File: src/rtl/packet_forwarder.sv
// Streams a packet out of the VM forwarder port as 64-bit AXI4-Stream.
// A 2-entry prefetch FIFO hides the one-cycle read latency and absorbs tready stalls.
module packet_forwarder #(
    parameter int unsigned SNOOP_FWD_ADDR_WIDTH = 9,
    parameter int unsigned DATA_WIDTH           = 64
) (
    input  logic                            axi_aclk,
    input  logic                            axi_aresetn,
    input  logic                            ready_for_forwarder,
    input  logic [SNOOP_FWD_ADDR_WIDTH-1:0] len_to_forwarder,
    output logic [SNOOP_FWD_ADDR_WIDTH-1:0] forwarder_rd_addr,
    output logic                            forwarder_rd_en,
    input  logic [DATA_WIDTH-1:0]           forwarder_rd_data,
    output logic                            forwarder_done,
    output logic [DATA_WIDTH-1:0]           m_axis_tdata,
    output logic                            m_axis_tvalid,
    output logic                            m_axis_tlast,
    input  logic                            m_axis_tready,
    output logic [31:0]                     packets_forwarded
);

    localparam int unsigned AW = SNOOP_FWD_ADDR_WIDTH;
    localparam int unsigned DW = DATA_WIDTH;

    localparam logic [1:0] S_IDLE   = 2'd0;
    localparam logic [1:0] S_STREAM = 2'd1;
    localparam logic [1:0] S_DONE   = 2'd2;
    localparam logic [1:0] S_HOLD   = 2'd3;

    logic [1:0]    r_state;
    logic [1:0]    w_state_nxt;
    logic [AW-1:0] r_len_q;
    logic [AW-1:0] r_rd_ptr;
    logic [AW-1:0] r_tx_cnt;
    logic [AW-1:0] r_addr_last;
    logic          r_inflight;
    logic [DW-1:0] r_fifo [2];
    logic          r_wr_idx;
    logic          r_rd_idx;
    logic [1:0]    r_count;
    logic [31:0]   r_pkt_cnt;

    logic          w_start;
    logic          w_pop;
    logic          w_push;
    logic          w_rd_en;
    logic          w_last_beat;
    logic          w_done;
    logic [2:0]    w_occ;

    assign w_start     = (r_state == S_IDLE) && ready_for_forwarder;
    assign w_pop       = m_axis_tvalid && m_axis_tready;
    assign w_push      = r_inflight;
    assign w_last_beat = (r_tx_cnt == (r_len_q - AW'(1)));
    assign w_done      = (r_state == S_DONE);

    // Occupancy after this cycle's pop, counting the read whose data lands next cycle.
    assign w_occ   = 3'(r_count) + 3'(r_inflight) - 3'(w_pop);
    assign w_rd_en = (r_state == S_STREAM) && (r_rd_ptr < r_len_q) && (w_occ < 3'd2);

    assign forwarder_rd_en   = w_rd_en;
    assign forwarder_rd_addr = w_rd_en ? r_rd_ptr : r_addr_last;
    assign forwarder_done    = w_done;
    assign m_axis_tvalid     = (r_count != 2'd0);
    assign m_axis_tdata      = r_fifo[r_rd_idx];
    assign m_axis_tlast      = m_axis_tvalid && w_last_beat;
    assign packets_forwarded = r_pkt_cnt;

    // State register
    always_ff @(posedge axi_aclk or negedge axi_aresetn) begin
        if (!axi_aresetn) begin
            r_state <= S_IDLE;
        end else begin
            r_state <= w_state_nxt;
        end
    end

    // Next-state logic
    always_comb begin
        w_state_nxt = r_state;
        case (r_state)
            S_IDLE: begin
                if (ready_for_forwarder) begin
                    w_state_nxt = (len_to_forwarder == AW'(0)) ? S_DONE : S_STREAM;
                end
            end
            S_STREAM: begin
                if (w_pop && w_last_beat) begin
                    w_state_nxt = S_DONE;
                end
            end
            S_DONE:  w_state_nxt = S_HOLD;
            S_HOLD:  w_state_nxt = S_IDLE;
            default: w_state_nxt = S_IDLE;
        endcase
    end

    // Packet length, read pointer and beat counter
    always_ff @(posedge axi_aclk or negedge axi_aresetn) begin
        if (!axi_aresetn) begin
            r_len_q     <= '0;
            r_rd_ptr    <= '0;
            r_tx_cnt    <= '0;
            r_addr_last <= '0;
            r_inflight  <= 1'b0;
        end else begin
            r_inflight <= w_rd_en;
            if (w_start) begin
                r_len_q  <= len_to_forwarder;
                r_rd_ptr <= '0;
                r_tx_cnt <= '0;
            end else begin
                if (w_rd_en) begin
                    r_rd_ptr    <= r_rd_ptr + AW'(1);
                    r_addr_last <= r_rd_ptr;
                end
                if (w_pop) begin
                    r_tx_cnt <= r_tx_cnt + AW'(1);
                end
            end
        end
    end

    // Prefetch FIFO; write and pop in one cycle leave the count unchanged
    always_ff @(posedge axi_aclk or negedge axi_aresetn) begin
        if (!axi_aresetn) begin
            r_fifo[0] <= '0;
            r_fifo[1] <= '0;
            r_wr_idx  <= 1'b0;
            r_rd_idx  <= 1'b0;
            r_count   <= 2'd0;
        end else begin
            if (w_push) begin
                r_fifo[r_wr_idx] <= forwarder_rd_data;
                r_wr_idx         <= ~r_wr_idx;
            end
            if (w_pop) begin
                r_rd_idx <= ~r_rd_idx;
            end
            case ({w_push, w_pop})
                2'b10:   r_count <= r_count + 2'd1;
                2'b01:   r_count <= r_count - 2'd1;
                default: r_count <= r_count;
            endcase
        end
    end

    // Completed-packet counter, wraps naturally at 32 bits
    always_ff @(posedge axi_aclk or negedge axi_aresetn) begin
        if (!axi_aresetn) begin
            r_pkt_cnt <= '0;
        end else begin
            r_pkt_cnt <= r_pkt_cnt + 32'(w_done);
        end
    end

endmodule

File: config.mk
export PLATFORM = sky130hd
export DESIGN_NAME = packet_forwarder
export DESIGN_NICKNAME = d
export VERILOG_FILES = /design/src/rtl/packet_forwarder.sv
export SDC_FILE = /design/constraint.sdc
export NUM_CORES = 1
export LEC_CHECK = 0
export CORE_UTILIZATION = 56
export CTS_CLUSTER_DIAMETER = 60
export CTS_CLUSTER_SIZE = 40
export DETAILED_ROUTE_END_ITERATION = 12
export GPL_TIMING_DRIVEN = 0
export PLACE_DENSITY = 0.95
export SLEW_MARGIN = 10
export SYNTH_ARGS = -nofsm -noshare
export SYNTH_HDL_FRONTEND = slang
export SYNTH_SLANG_ARGS = --single-unit
File: constraint.sdc
create_clock -name axi_aclk -period 11.2 [get_ports axi_aclk]
set_input_delay 2.24 -clock axi_aclk [delete_from_list [all_inputs] [get_ports axi_aclk]]
set_output_delay 2.24 -clock axi_aclk [all_outputs]
set_load 0.02 [all_outputs]
==> results.md, run 1 <==
* Number of buffers on the longest clock path at 3
* Most used standard cell by instance count after synthesis: sky130_fd_sc_hd__dfrtp_1
* Number of clock sinks at 203
* Top Ports at 186
* Prevailing post-synth register cell: sky130_fd_sc_hd__dfrtp_1
* Total of fill cells in the finished design at 1071
* Leading cell types by total area after synthesis: sky130_fd_sc_hd__dfrtp_1, sky130_fd_sc_hd__mux2_2, sky130_fd_sc_hd__nand2_1
* Synth unique cells at 52
* Setup violation total in the final timing report at 0
* CTS hold repair buffers at 0
* Min Clock Period, post-route at 8.52 ns
* Slew at the pin closest to its max-slew limit at 0.884 ns
* Count of nets after finishing at 1046
* Max Freq at 117 MHz
* Routed wl met2 at 10.6 mm
* Peak ir drop on the vdd network at 0.176 mV
* Effective utilization at floorplan at 57.0%
* Post-CTS setup buffer count at 0
* Via count of the first global-routing pass at 6905
* Setup TNS after final layout at 0 ns
* Final count of hold timing violations at 0
* Area grow syn2layout at 28.5%
* Post-detailed-route count of antenna-violating nets at 0
* H-tree depth reported by CTS at 1
* Post-CTS resize count at 0
* Final clock skew at 0.0131 ns
* Count of flip-flops with a built-in enable after synthesis at 0
* Number of cell rows at 47
* Number of pins exceeding their max-slew limit in the final report at 0
* Layout cells sized above 1 at 24.9%
* Placeable core region at 16500 sq um
* Die outline area at 17300 sq um
* DRC violation count after routing at 0
* DRC violation total after the first TritonRoute iteration at 312
* Routed via count divided by cell count at 5.42
* Met3 wire length at 708 um
* PortBufs at 185
* DIE HEIGHT at 132 um
* Top cell types by occurrence after synthesis: sky130_fd_sc_hd__dfrtp_1, sky130_fd_sc_hd__mux2_2, sky130_fd_sc_hd__nand2_1
* Final GP Congestion at 0.844
* Critical path class: input port to output pin
* Average wire per standard cell at 17.7 um
* Clock root buffer: sky130_fd_sc_hd__clkbuf_16
* Max FO, Critical Path at 11
* Biggest area consumer among synthesized cells: sky130_fd_sc_hd__dfrtp_1
* Clock slew at reported path FFs at 0.08 ns
* Global Route Usage Sum at 24.9%
* Area share of the largest cell type after synthesis at 53.9%
* FF/Latch Area at 5080 sq um
* Post-Syn Nets at 842
* Category of the worst setup path capture point: output pin
* Layout Utilization at 73.3%
* RSZ-0062 raised after global routing: false
* Run status: finished, final reports clean
* Post-synthesis instance area at 9420 sq um
* Data required time at the worst endpoint at 8.96 ns
* Met1 wire length at 8.84 mm
* Number of vias after detailed routing at 6380
* Diode insertion count for antenna repair at 0
* Area occupied by multi-input gates at 4150 sq um
* Pwr/cell area at 281 nW/um^2
* Async set-or-reset flop fraction in the synthesized netlist at 100%
* Average size of a mapped cell at 12.6 sq um
* Type of the most critical hold path: flip-flop to flip-flop
* First-pass detailed-route iteration total at 6
* Sequential-to-total area share from yosys stat at 53.9%
* Cell count after synthesis at 745
* Die X at 132 um
* Startpoint kind of the worst setup timing path: input port
* CTS tree: yes
* Post-DP HPWL at 15.2 mm
* Num CTS Buffers at 15
* Leakage power at 5.20 nW
* Number of synthesis warnings at 0
* Max-cap viol count at 0
* Arrival time worst endpoint at 6.28 ns
* Tot Pwr at 3.40 mW
* Antenna violations before repair at 0
* Clk Latency, worst-skew pair at 0.47 ns
* Count of state elements after synthesis at 203
* Highest routed metal layer: met4
* Post-route worst hold slack at 0.491 ns
* First-pass GRT wire length at 35.1 mm
* Pin count of the biggest net entering global routing at 77
* Worst relative slew slack at 40.8%
* Congestion Overflow GR at 0
* Period utilisation layout at 76.1%
* Wire length after detailed routing at 20.9 mm
cell usage in the layout, fill, tap and decap left out, types with 8 or more instances in the layout:
cell type	Yosys	routed
sky130_fd_sc_hd__nor2_1	32	32
sky130_fd_sc_hd__inv_1	21	21
sky130_fd_sc_hd__clkbuf_16	0	15
sky130_fd_sc_hd__o21ai_0	14	14
sky130_fd_sc_hd__clkdlybuf4s50_1	0	184
sky130_fd_sc_hd__nand4_1	8	8
sky130_fd_sc_hd__dfrtp_1	203	203
sky130_fd_sc_hd__xor2_1	22	22
sky130_fd_sc_hd__a21oi_1	12	12
sky130_fd_sc_hd__xnor2_1	30	30
sky130_fd_sc_hd__nand2_1	70	70
sky130_fd_sc_hd__ha_1	19	19
sky130_fd_sc_hd__mux2_1	10	10
sky130_fd_sc_hd__mux2_2	192	192
sky130_fd_sc_hd__nand3_1	9	9
sky130_fd_sc_hd__clkbuf_1	27	27
logic make-up (layout without fill, tap and decap cells):
kind of cell / count (synthesis) / in the layout / synth area share (%)
mux: 204 / 204 / 24.4
buf+inv: 51 / 263 / 2.04
fa+ha+maj: 20 / 20 / 2.74
xor+xnor: 52 / 52 / 4.83
simple gates: 169 / 169 / 8.99
compound gates: 46 / 46 / 3.13
flops: 203 / 203 / 53.9
flip-flops by register name (all words and copies together), names as in the netlist:
register,count
packets_forwarded,32
r_addr_last,9
r_count,2
r_fifo,128
r_inflight,1
r_len_q,9
r_rd_idx,1
r_rd_ptr,9
r_state,2
r_tx_cnt,9
r_wr_idx,1
layout make-up:
type	instances	area share, %
Tap cell	220	2.27
Clock inverter	10	1.00
Clock buffer	15	3.10
Sequential cell	203	42.0
Timing Repair Buffer	187	15.8
Buffer	29	0.909
Inverter	22	0.682
Multi-Input combinational cell	491	34.3
layer usage:
metal,vias up,GRT usage (%)
li1,3008,-
met1,3176,31.7
met2,147,43.6
met3,49,3.20
met4,0,8.98
met5,-,0
worst max-delay path: stages:
cell and delay [ns]:
sky130_fd_sc_hd__clkdlybuf4s50_1 0.45, sky130_fd_sc_hd__and2_1 0.11, sky130_fd_sc_hd__clkbuf_1 0.40, sky130_fd_sc_hd__ha_1 0.33, sky130_fd_sc_hd__nor2_1 0.12, sky130_fd_sc_hd__fa_1 0.42
sky130_fd_sc_hd__nor3b_1 0.18, sky130_fd_sc_hd__o211ai_1 0.11, sky130_fd_sc_hd__a21oi_1 0.21, sky130_fd_sc_hd__o221ai_2 0.25, sky130_fd_sc_hd__inv_2 0.23, sky130_fd_sc_hd__buf_1 0.40
sky130_fd_sc_hd__nand2_1 0.10, sky130_fd_sc_hd__nand2_1 0.11, sky130_fd_sc_hd__clkdlybuf4s50_1 0.62
through the flow:
stage | instance area, sq um | instances | setup WS, ns
4_1_cts | 12100 | 1177 | 2.66
2_1_floorplan | 9420 | 745 | 4.08
6_report | 12100 | 1177 | 2.68
3_5_place_dp | 11600 | 1152 | 2.69
3_3_place_gp | 11500 | 1150 | -0.432
5_1_grt | 12100 | 1177 | 2.40
final timing paths:
| check | startpoint | to | slack (ns) | cells past startpoint |
|---|---|---|---|---|
| setup reg to reg | r_count[0] | r_addr_last[1] | 7.32 | 13 |
| hold / removal | r_inflight | r_wr_idx | 0.49 | 1 |
| max in group asynchronous | axi_aresetn | r_len_q[8] | 8.77 | 2 |
| setup / recovery | m_axis_tready | forwarder_rd_addr[8] | 2.68 | 15 |
| min in group asynchronous | axi_aresetn | r_fifo[70] | 1.69 | 1 |
| hold reg to reg | r_inflight | r_wr_idx | 0.49 | 1 |
where the power goes:
part           switching, mW  leakage, nW  internal, mW
combinational          0.778         2.43         0.879
sequential             0.165         2.52          1.02
clock                  0.274        0.246         0.282
Note: power is estimated with default switching activity, not from simulation.
==> run 2: changes to the inputs <==
Settings changed: CORE_UTILIZATION 56 to 47, PLACE_DENSITY 0.95 to 0.88.
Clock period 11.2 ns to 7.37 ns, I/O delays scaled along.
==> run 2 against run 1 <==
Compared with the run above: worst hold slack got worse by 0.0049 ns; clock skew increased by 0.0022 ns; non-clock buffer count decreased by 1; combinational power increased by 52%; sequential power increased by 51%; register-to-register slack got worse by 3.9 ns; die area increased by 19%; clock-buffer cell count increased by 4; first-iteration DRC count decreased by 29%; core utilization decreased by 11 points.
==> results.md, run 2 (same netlist as run 1, synthesis figures left out) <==
* Run status: finished, final reports clean (unchanged)
* Family with the most delay on the worst path: buffers and inverters (unchanged)
* RSZ-0062 raised after global routing: false (unchanged)
* Num CTS Buffers at 17 (was 15)
* Diode insertion count for antenna repair at 0 (unchanged)
* Combinational power share at 48.0% (was 48.7%)
* Post-CTS resize count at 0 (unchanged)
* Wire length after detailed routing at 20.9 mm (about the same)
* Final count of hold timing violations at 0 (unchanged)
* Congestion Overflow GR at 0 (unchanged)
* Max FO, Critical Path at 11 (unchanged)
* Clk Latency, worst-skew pair at 0.48 ns (was 0.47 ns)
* Period utilisation layout at 94.9%
* Total of fill cells in the finished design at 1534 (was 1071)
* Critical path class: input port to output pin (unchanged)
* DRC violation count after routing at 0 (unchanged)
* Post-Place Setup Slack at 0.370 ns (was 2.69 ns)
* Most common library cell in the layout ignoring fill and taps: sky130_fd_sc_hd__dfrtp_1 (unchanged)
* Net load switching power at 1.87 mW (was 1.22 mW)
* Clock root buffer: sky130_fd_sc_hd__clkbuf_16 (unchanged)
* Category of the worst setup path capture point: output pin (unchanged)
* Peak ir drop on the vdd network at 0.269 mV (was 0.176 mV)
* Average wire per standard cell at 17.0 um (was 17.7 um)
* First-pass GRT wire length at 33.7 mm (was 35.1 mm)
* Number of vias after detailed routing at 6386 (was 6380)
* Max Freq at 143 MHz
* Minimum setup slack in the final design at 0.374 ns (was 2.68 ns)
* Area grow syn2layout at 29.6% (was 28.5%)
* Worst relative slew slack at 33.3% (was 40.8%)
* Tot Pwr at 5.25 mW (was 3.40 mW)
* Max stage delay cell, worst path: sky130_fd_sc_hd__clkdlybuf4s50_1 (unchanged)
* H-tree depth reported by CTS at 1 (unchanged)
* Data required time at the worst endpoint at 5.90 ns (was 8.96 ns)
* Number of buffers on the longest clock path at 3 (unchanged)
* First-pass detailed-route iteration total at 4 (was 6)
* Number of pins exceeding their max-slew limit in the final report at 0 (unchanged)
* Number of clock sinks at 203 (unchanged)
* Setup TNS after final layout at 0 ns (unchanged)
* Via count of the first global-routing pass at 6687 (was 6905)
* DRC violation total after the first TritonRoute iteration at 221 (was 312)
* Global Route Usage Sum at 20.4% (was 24.9%)
* Post-detailed-route count of antenna-violating nets at 0 (unchanged)
* Final GP Congestion at 0.824 (was 0.844)
* Placeable core region at 19500 sq um (was 16500 sq um)
* Clock group share of total power at 17.7% (was 16.4%)
* Post-CTS setup buffer count at 0 (unchanged)
* Sw frac at 35.5% (was 35.8%)
* PortBufs at 185 (unchanged)
* Min Clock Period, post-route at 7.00 ns
* Largest register FFs at 128 (unchanged)
* Number of cell rows at 51 (was 47)
* Sequential share of power at 34.3% (was 34.9%)
* Flop2flop setup slack at 3.47 ns (was 7.32 ns)
* Highest-count cells in the layout ignoring fill and taps: sky130_fd_sc_hd__dfrtp_1, sky130_fd_sc_hd__mux2_2, sky130_fd_sc_hd__clkdlybuf4s50_1, sky130_fd_sc_hd__nand2_1, sky130_fd_sc_hd__nor2_1 (unchanged)
* Worst-path cell chain: clkdlybuf4s50_1, and2_1, clkbuf_1, ha_1, nor2_1, fa_1, nor3b_1, o211ai_1, a21oi_1, o221ai_2, inv_2, buf_1, nand2_1, nand2_1, clkdlybuf4s50_1 (unchanged)
* Count of nets after finishing at 1047 (was 1046)
* Largest register by flop count: r_fifo (unchanged)
* Layout cells sized above 1 at 25.1% (was 24.9%)
* Antenna violations before repair at 0 (unchanged)
* CTS tree: yes (unchanged)
* Pwr/cell area at 430 nW/um^2 (was 281 nW/um^2)
* Slew at the pin closest to its max-slew limit at 0.997 ns (was 0.884 ns)
* Die X at 144 um (was 132 um)
* Leakage power at 5.23 nW (was 5.20 nW)
* Critical Path Max Stage Delay at 0.60 ns (was 0.62 ns)
* Effective utilization at floorplan at 48.3% (was 57.0%)
* Routed via count divided by cell count at 5.21 (was 5.42)
* DIE HEIGHT at 144 um (was 132 um)
* Count of buffer and inverter cells on the critical path at 5 (unchanged)
* Total internal power at 3.38 mW (was 2.18 mW)
* Layout Utilization at 62.5% (was 73.3%)
* Top Ports at 186 (unchanged)
* Clock slew at reported path FFs at 0.07 ns (was 0.08 ns)
* Die outline area at 20600 sq um (was 17300 sq um)
* Arrival time worst endpoint at 5.52 ns (was 6.28 ns)
* Post-DP HPWL at 14.8 mm (was 15.2 mm)
* Max-cap viol count at 0 (unchanged)
* Startpoint kind of the worst setup timing path: input port (unchanged)
* Final clock skew at 0.0153 ns (was 0.0131 ns)
* Pin count of the biggest net entering global routing at 104 (was 77)
* Type of the most critical hold path: flip-flop to flip-flop (unchanged)
* CTS hold repair buffers at 0 (unchanged)
* Setup violation total in the final timing report at 0 (unchanged)
run 2: cell count changes in the layout (fill, tap and decap cells not counted):
cell / delta
sky130_fd_sc_hd__clkbuf_16: +2
sky130_fd_sc_hd__clkbuf_8: +2
sky130_fd_sc_hd__buf_16: -1
sky130_fd_sc_hd__clkinv_8: -1
sky130_fd_sc_hd__inv_8: +1
run 2: metrics by stage:
step / hold WS (ns) / std cells / instance area [sq um]
floorplan: 0.461 / 745 / 9420
global placement: 0.457 / 1195 / 11600
detailed placement: 0.479 / 1196 / 11600
CTS: 0.490 / 1225 / 12200
global route: 0.513 / 1225 / 12200
finish: 0.486 / 1225 / 12200
run 2: worst reg2reg max path, delay by kind of cell, from the launching register on:
family	cells	cell delay (ns)
simple gates	5	1.18
fa+ha+maj	2	0.78
compound gates	3	0.52
buf+inv	2	0.46
flops	1	0.42
mux	1	0.42
run 2: routing by layer:
layer | global-route usage [%] | wire [um] | up-vias
met2 | 36.1 | 10500 | 143
met3 | 2.47 | 849 | 30
li1 | - | - | 3019
met4 | 5.32 | 363 | 0
met5 | 0 | 0 | -
met1 | 26.5 | 9160 | 3194
run 2: power groups by stage:
| stage | clock network (mW) | logic, mW | registers [mW] |
|---|---|---|---|
| after global routing | 0.993 | 2.70 | 1.86 |
| final | 0.929 | 2.52 | 1.80 |
| after floorplan | 0 | 1.61 | 1.75 |
| after CTS | 0.959 | 2.55 | 1.80 |
| after detailed placement | 0 | 2.53 | 1.82 |
| after global placement | 0 | 2.46 | 1.79 |
run 2: final timing paths:
| check | from | endpoint | cells past startpoint |
|---|---|---|---|
| min in group asynchronous | axi_aresetn | r_len_q[1] | 1 |
| hold / removal | r_inflight | r_wr_idx | 1 |
| setup reg to reg | r_count[0] | r_addr_last[4] | 13 |
| setup / recovery | m_axis_tready | forwarder_rd_addr[4] | 15 |
| max in group asynchronous | axi_aresetn | r_fifo[72] | 2 |
| hold reg to reg | r_inflight | r_wr_idx | 1 |
run 2: cell type report:
class | count | area, sq um | area share [%]
flip-flops and latches | 203 | 5080 | 41.6
multi-input cells | 491 | 4150 | 34.0
repair buffers | 186 | 1880 | 15.4
clock buffers | 19 | 453 | 3.71
well taps | 265 | 332 | 2.72
clock inverters | 10 | 116 | 0.953
plain buffers | 29 | 110 | 0.902
inverters | 22 | 82.6 | 0.676
==> run 3: changes to the inputs <==
Settings changed: CORE_UTILIZATION 47 to 45, GPL_TIMING_DRIVEN 0 to 1, PLACE_DENSITY 0.88 to 0.85.
==> run 3 against run 2 <==
Compared with the run above: core utilization shrank 2.3 points; clock-buffer cell count grew 1; global-route usage shrank 0.97 points; final cell count shrank 1.2%; die area grew 4.4%; routed wire length shrank 1.6%; via count shrank 1.5%; non-clock buffer count shrank 24.
==> results.md, run 3 (same netlist as run 1, synthesis figures left out) <==
* Antenna violations before repair at 0 (unchanged)
* CTS hold repair buffers at 0 (unchanged)
* Clock root buffer: sky130_fd_sc_hd__clkbuf_16 (unchanged)
* Largest register by flop count: r_fifo (unchanged)
* Post-CTS setup buffer count at 0 (unchanged)
* Wire length after detailed routing at 20.5 mm (was 20.9 mm)
* Via count of the first global-routing pass at 6627 (was 6687)
* Global Route Usage Sum at 19.5% (was 20.4%)
* Crit Reg-Reg Startpoint: r_count[0] (unchanged)
* Post-CTS resize count at 0 (unchanged)
* Diode insertion count for antenna repair at 0 (unchanged)
* Number of clock sinks at 203 (unchanged)
* Worst Hold Launch: packets_forwarded[11] (was r_inflight)
* Register-to-Register Path Depth at 12 (was 13)
* H-tree depth reported by CTS at 1 (unchanged)
* Area occupied by multi-input gates at 4160 sq um (was 4150 sq um)
* FF/Latch Area at 5080 sq um (about the same)
* Average wire per standard cell at 17.0 um (about the same)
* Top Ports at 186 (unchanged)
* Routed via count divided by cell count at 5.20 (was 5.21)
* DRC violation total after the first TritonRoute iteration at 280 (was 221)
* RSZ-0062 raised after global routing: false (unchanged)
* DRC violation count after routing at 0 (unchanged)
* Die X at 147 um (was 144 um)
* Period utilisation layout at 89.8% (was 94.9%)
* Highest-count cells in the layout ignoring fill and taps: sky130_fd_sc_hd__dfrtp_1, sky130_fd_sc_hd__mux2_2, sky130_fd_sc_hd__clkdlybuf4s50_1, sky130_fd_sc_hd__nand2_1, sky130_fd_sc_hd__nor2_1 (unchanged)
* Type of the most critical hold path: flip-flop to flip-flop (unchanged)
* Number of pins exceeding their max-slew limit in the final report at 0 (unchanged)
* Critical path class: input port to output pin (unchanged)
* Run status: finished, final reports clean (unchanged)
* Final clock skew at 0.0132 ns (was 0.0153 ns)
* Post-DP HPWL at 13.9 mm (was 14.8 mm)
* Max FO, Critical Path at 20 (was 11)
* Total of fill cells in the finished design at 1620 (was 1534)
* Number of vias after detailed routing at 6289 (was 6386)
* Area grow syn2layout at 30.1% (was 29.6%)
* Clock slew at reported path FFs at 0.07 ns (about the same)
* Arrival time worst endpoint at 5.15 ns (was 5.52 ns)
* Min-Delay Endpoint: packets_forwarded[11] (was r_wr_idx)
* Tot Pwr at 5.36 mW (was 5.25 mW)
* Placeable core region at 20400 sq um (was 19500 sq um)
* Layout cells sized above 1 at 26.8% (was 25.1%)
* Final count of hold timing violations at 0 (unchanged)
* Minimum setup slack in the final design at 0.750 ns (was 0.374 ns)
* Num CTS Buffers at 19 (was 17)
* Data required time at the worst endpoint at 5.90 ns (about the same)
* Number of buffers on the longest clock path at 3 (unchanged)
* First-pass GRT wire length at 34.2 mm (was 33.7 mm)
* Leakage power at 5.25 nW (was 5.23 nW)
* Category of the worst setup path capture point: output pin (unchanged)
* PortBufs at 185 (unchanged)
* Most common library cell in the layout ignoring fill and taps: sky130_fd_sc_hd__dfrtp_1 (unchanged)
* Count of nets after finishing at 1025 (was 1047)
* First-pass detailed-route iteration total at 4 (unchanged)
* Setup violation total in the final timing report at 0 (unchanged)
* Critical Path Max Stage Delay at 0.61 ns (was 0.60 ns)
* Slew at the pin closest to its max-slew limit at 0.885 ns (was 0.997 ns)
* Worst reg2reg path endpoint: r_addr_last[6] (was r_addr_last[4])
* Max Freq at 151 MHz (was 143 MHz)
* Peak ir drop on the vdd network at 0.291 mV (was 0.269 mV)
* DIE HEIGHT at 147 um (was 144 um)
* CTS tree: yes (unchanged)
* Pin count of the biggest net entering global routing at 73 (was 104)
* Max-cap viol count at 0 (unchanged)
* Final GP Congestion at 0.805 (was 0.824)
* Largest register FFs at 128 (unchanged)
* Die outline area at 21500 sq um (was 20600 sq um)
* Max stage delay cell, worst path: sky130_fd_sc_hd__clkdlybuf4s50_1 (unchanged)
* Pwr/cell area at 438 nW/um^2 (was 430 nW/um^2)
* Worst relative slew slack at 41.0% (was 33.3%)
* Startpoint kind of the worst setup timing path: input port (unchanged)
* Post-Place Setup Slack at 0.794 ns (was 0.370 ns)
* Number of cell rows at 52 (was 51)
* Min Clock Period, post-route at 6.62 ns (was 7.00 ns)
* Clk Latency, worst-skew pair at 0.49 ns (was 0.48 ns)
* Setup TNS after final layout at 0 ns (unchanged)
* Effective utilization at floorplan at 46.3% (was 48.3%)
* Post-detailed-route count of antenna-violating nets at 0 (unchanged)
* Worst-path cell chain: clkdlybuf4s50_1, and2_1, ha_1, nor2_1, fa_1, nor3b_1, o211ai_1, a21oi_1, o221ai_2, inv_2, nand2_1, nand2_1, clkdlybuf4s50_1 (was clkdlybuf4s50_1, and2_1, clkbuf_1, ha_1, nor2_1, fa_1, nor3b_1, o211ai_1, a21oi_1, o221ai_2, inv_2, buf_1, nand2_1, nand2_1, clkdlybuf4s50_1)
* Flop2flop setup slack at 3.36 ns (was 3.47 ns)
* Congestion Overflow GR at 0 (unchanged)
* Number of cells on the worst hold path at 1 (unchanged)
-- run 3: changes by cell type in the layout (fill, tap and decap cells not counted), sizes merged --
cell | previous run | this run
clkinv | 4 | 3
buf | 4 | 6
inv | 27 | 26
clkinvlp | 0 | 3
bufinv | 1 | 3
clkbuf | 46 | 21
-- run 3: worst max-delay path by stage --
stage               slack, ns  depth (start not counted)                   end           from
finish                   0.75                         13  forwarder_rd_addr[6]  m_axis_tready
global route             0.49                         13  forwarder_rd_addr[6]  m_axis_tready
CTS                      0.76                         13  forwarder_rd_addr[6]  m_axis_tready
detailed placement       0.79                         13  forwarder_rd_addr[6]  m_axis_tready
global placement         0.88                         13  forwarder_rd_addr[4]  m_axis_tready
floorplan                1.79                         13  forwarder_rd_addr[0]  m_axis_tready
-- run 3: worst max-delay path, delay by kind of cell --
family / cells / cell delay (ns)
AO/OA/AOI/OAI: 3 / 0.64
adder cells (fa/ha/maj): 2 / 0.74
buffers and inverters: 3 / 1.45
AND/OR/NAND/NOR: 5 / 0.84
-- run 3: layout make-up --
type | instances | area share (%)
clock buffer | 20 | 3.99
clock inverter | 13 | 1.70
inverter | 22 | 0.674
multi-input combinational | 491 | 33.9
sequential | 203 | 41.4
tap | 270 | 2.76
timing repair buffer | 191 | 15.5
-- run 3: through the flow --
stage	instances	util, %	hold slack (ns)	area [sq um]
6_report	1210	60.2	0.496	12300
4_1_cts	1210	60.2	0.504	12300
3_5_place_dp	1177	56.8	0.475	11600
3_3_place_gp	1177	56.8	0.461	11600
2_1_floorplan	745	-	0.461	9420
5_1_grt	1210	60.2	0.507	12300
-- run 3: power breakdown --
group	internal, mW	switching (mW)	leakage (nW)	total [mW]
Sequential	1.55	0.264	2.52	1.82
Clock	0.613	0.473	0.329	1.09
Combinational	1.32	1.14	2.40	2.46
Total	3.49	1.88	5.25	5.36
-- run 3: routing by layer --
| layer | GRT usage [%] | up-vias | share of wire [%] | wire length [um] |
|---|---|---|---|---|
| met5 | 0 | - | 0 | 0 |
| met4 | 5.26 | 0 | 2.4 | 495 |
| met3 | 2.67 | 29 | 3.9 | 792 |
| met2 | 33.4 | 138 | 49 | 9990 |
| met1 | 25.9 | 3146 | 45 | 9250 |
| li1 | - | 2976 | - | - |
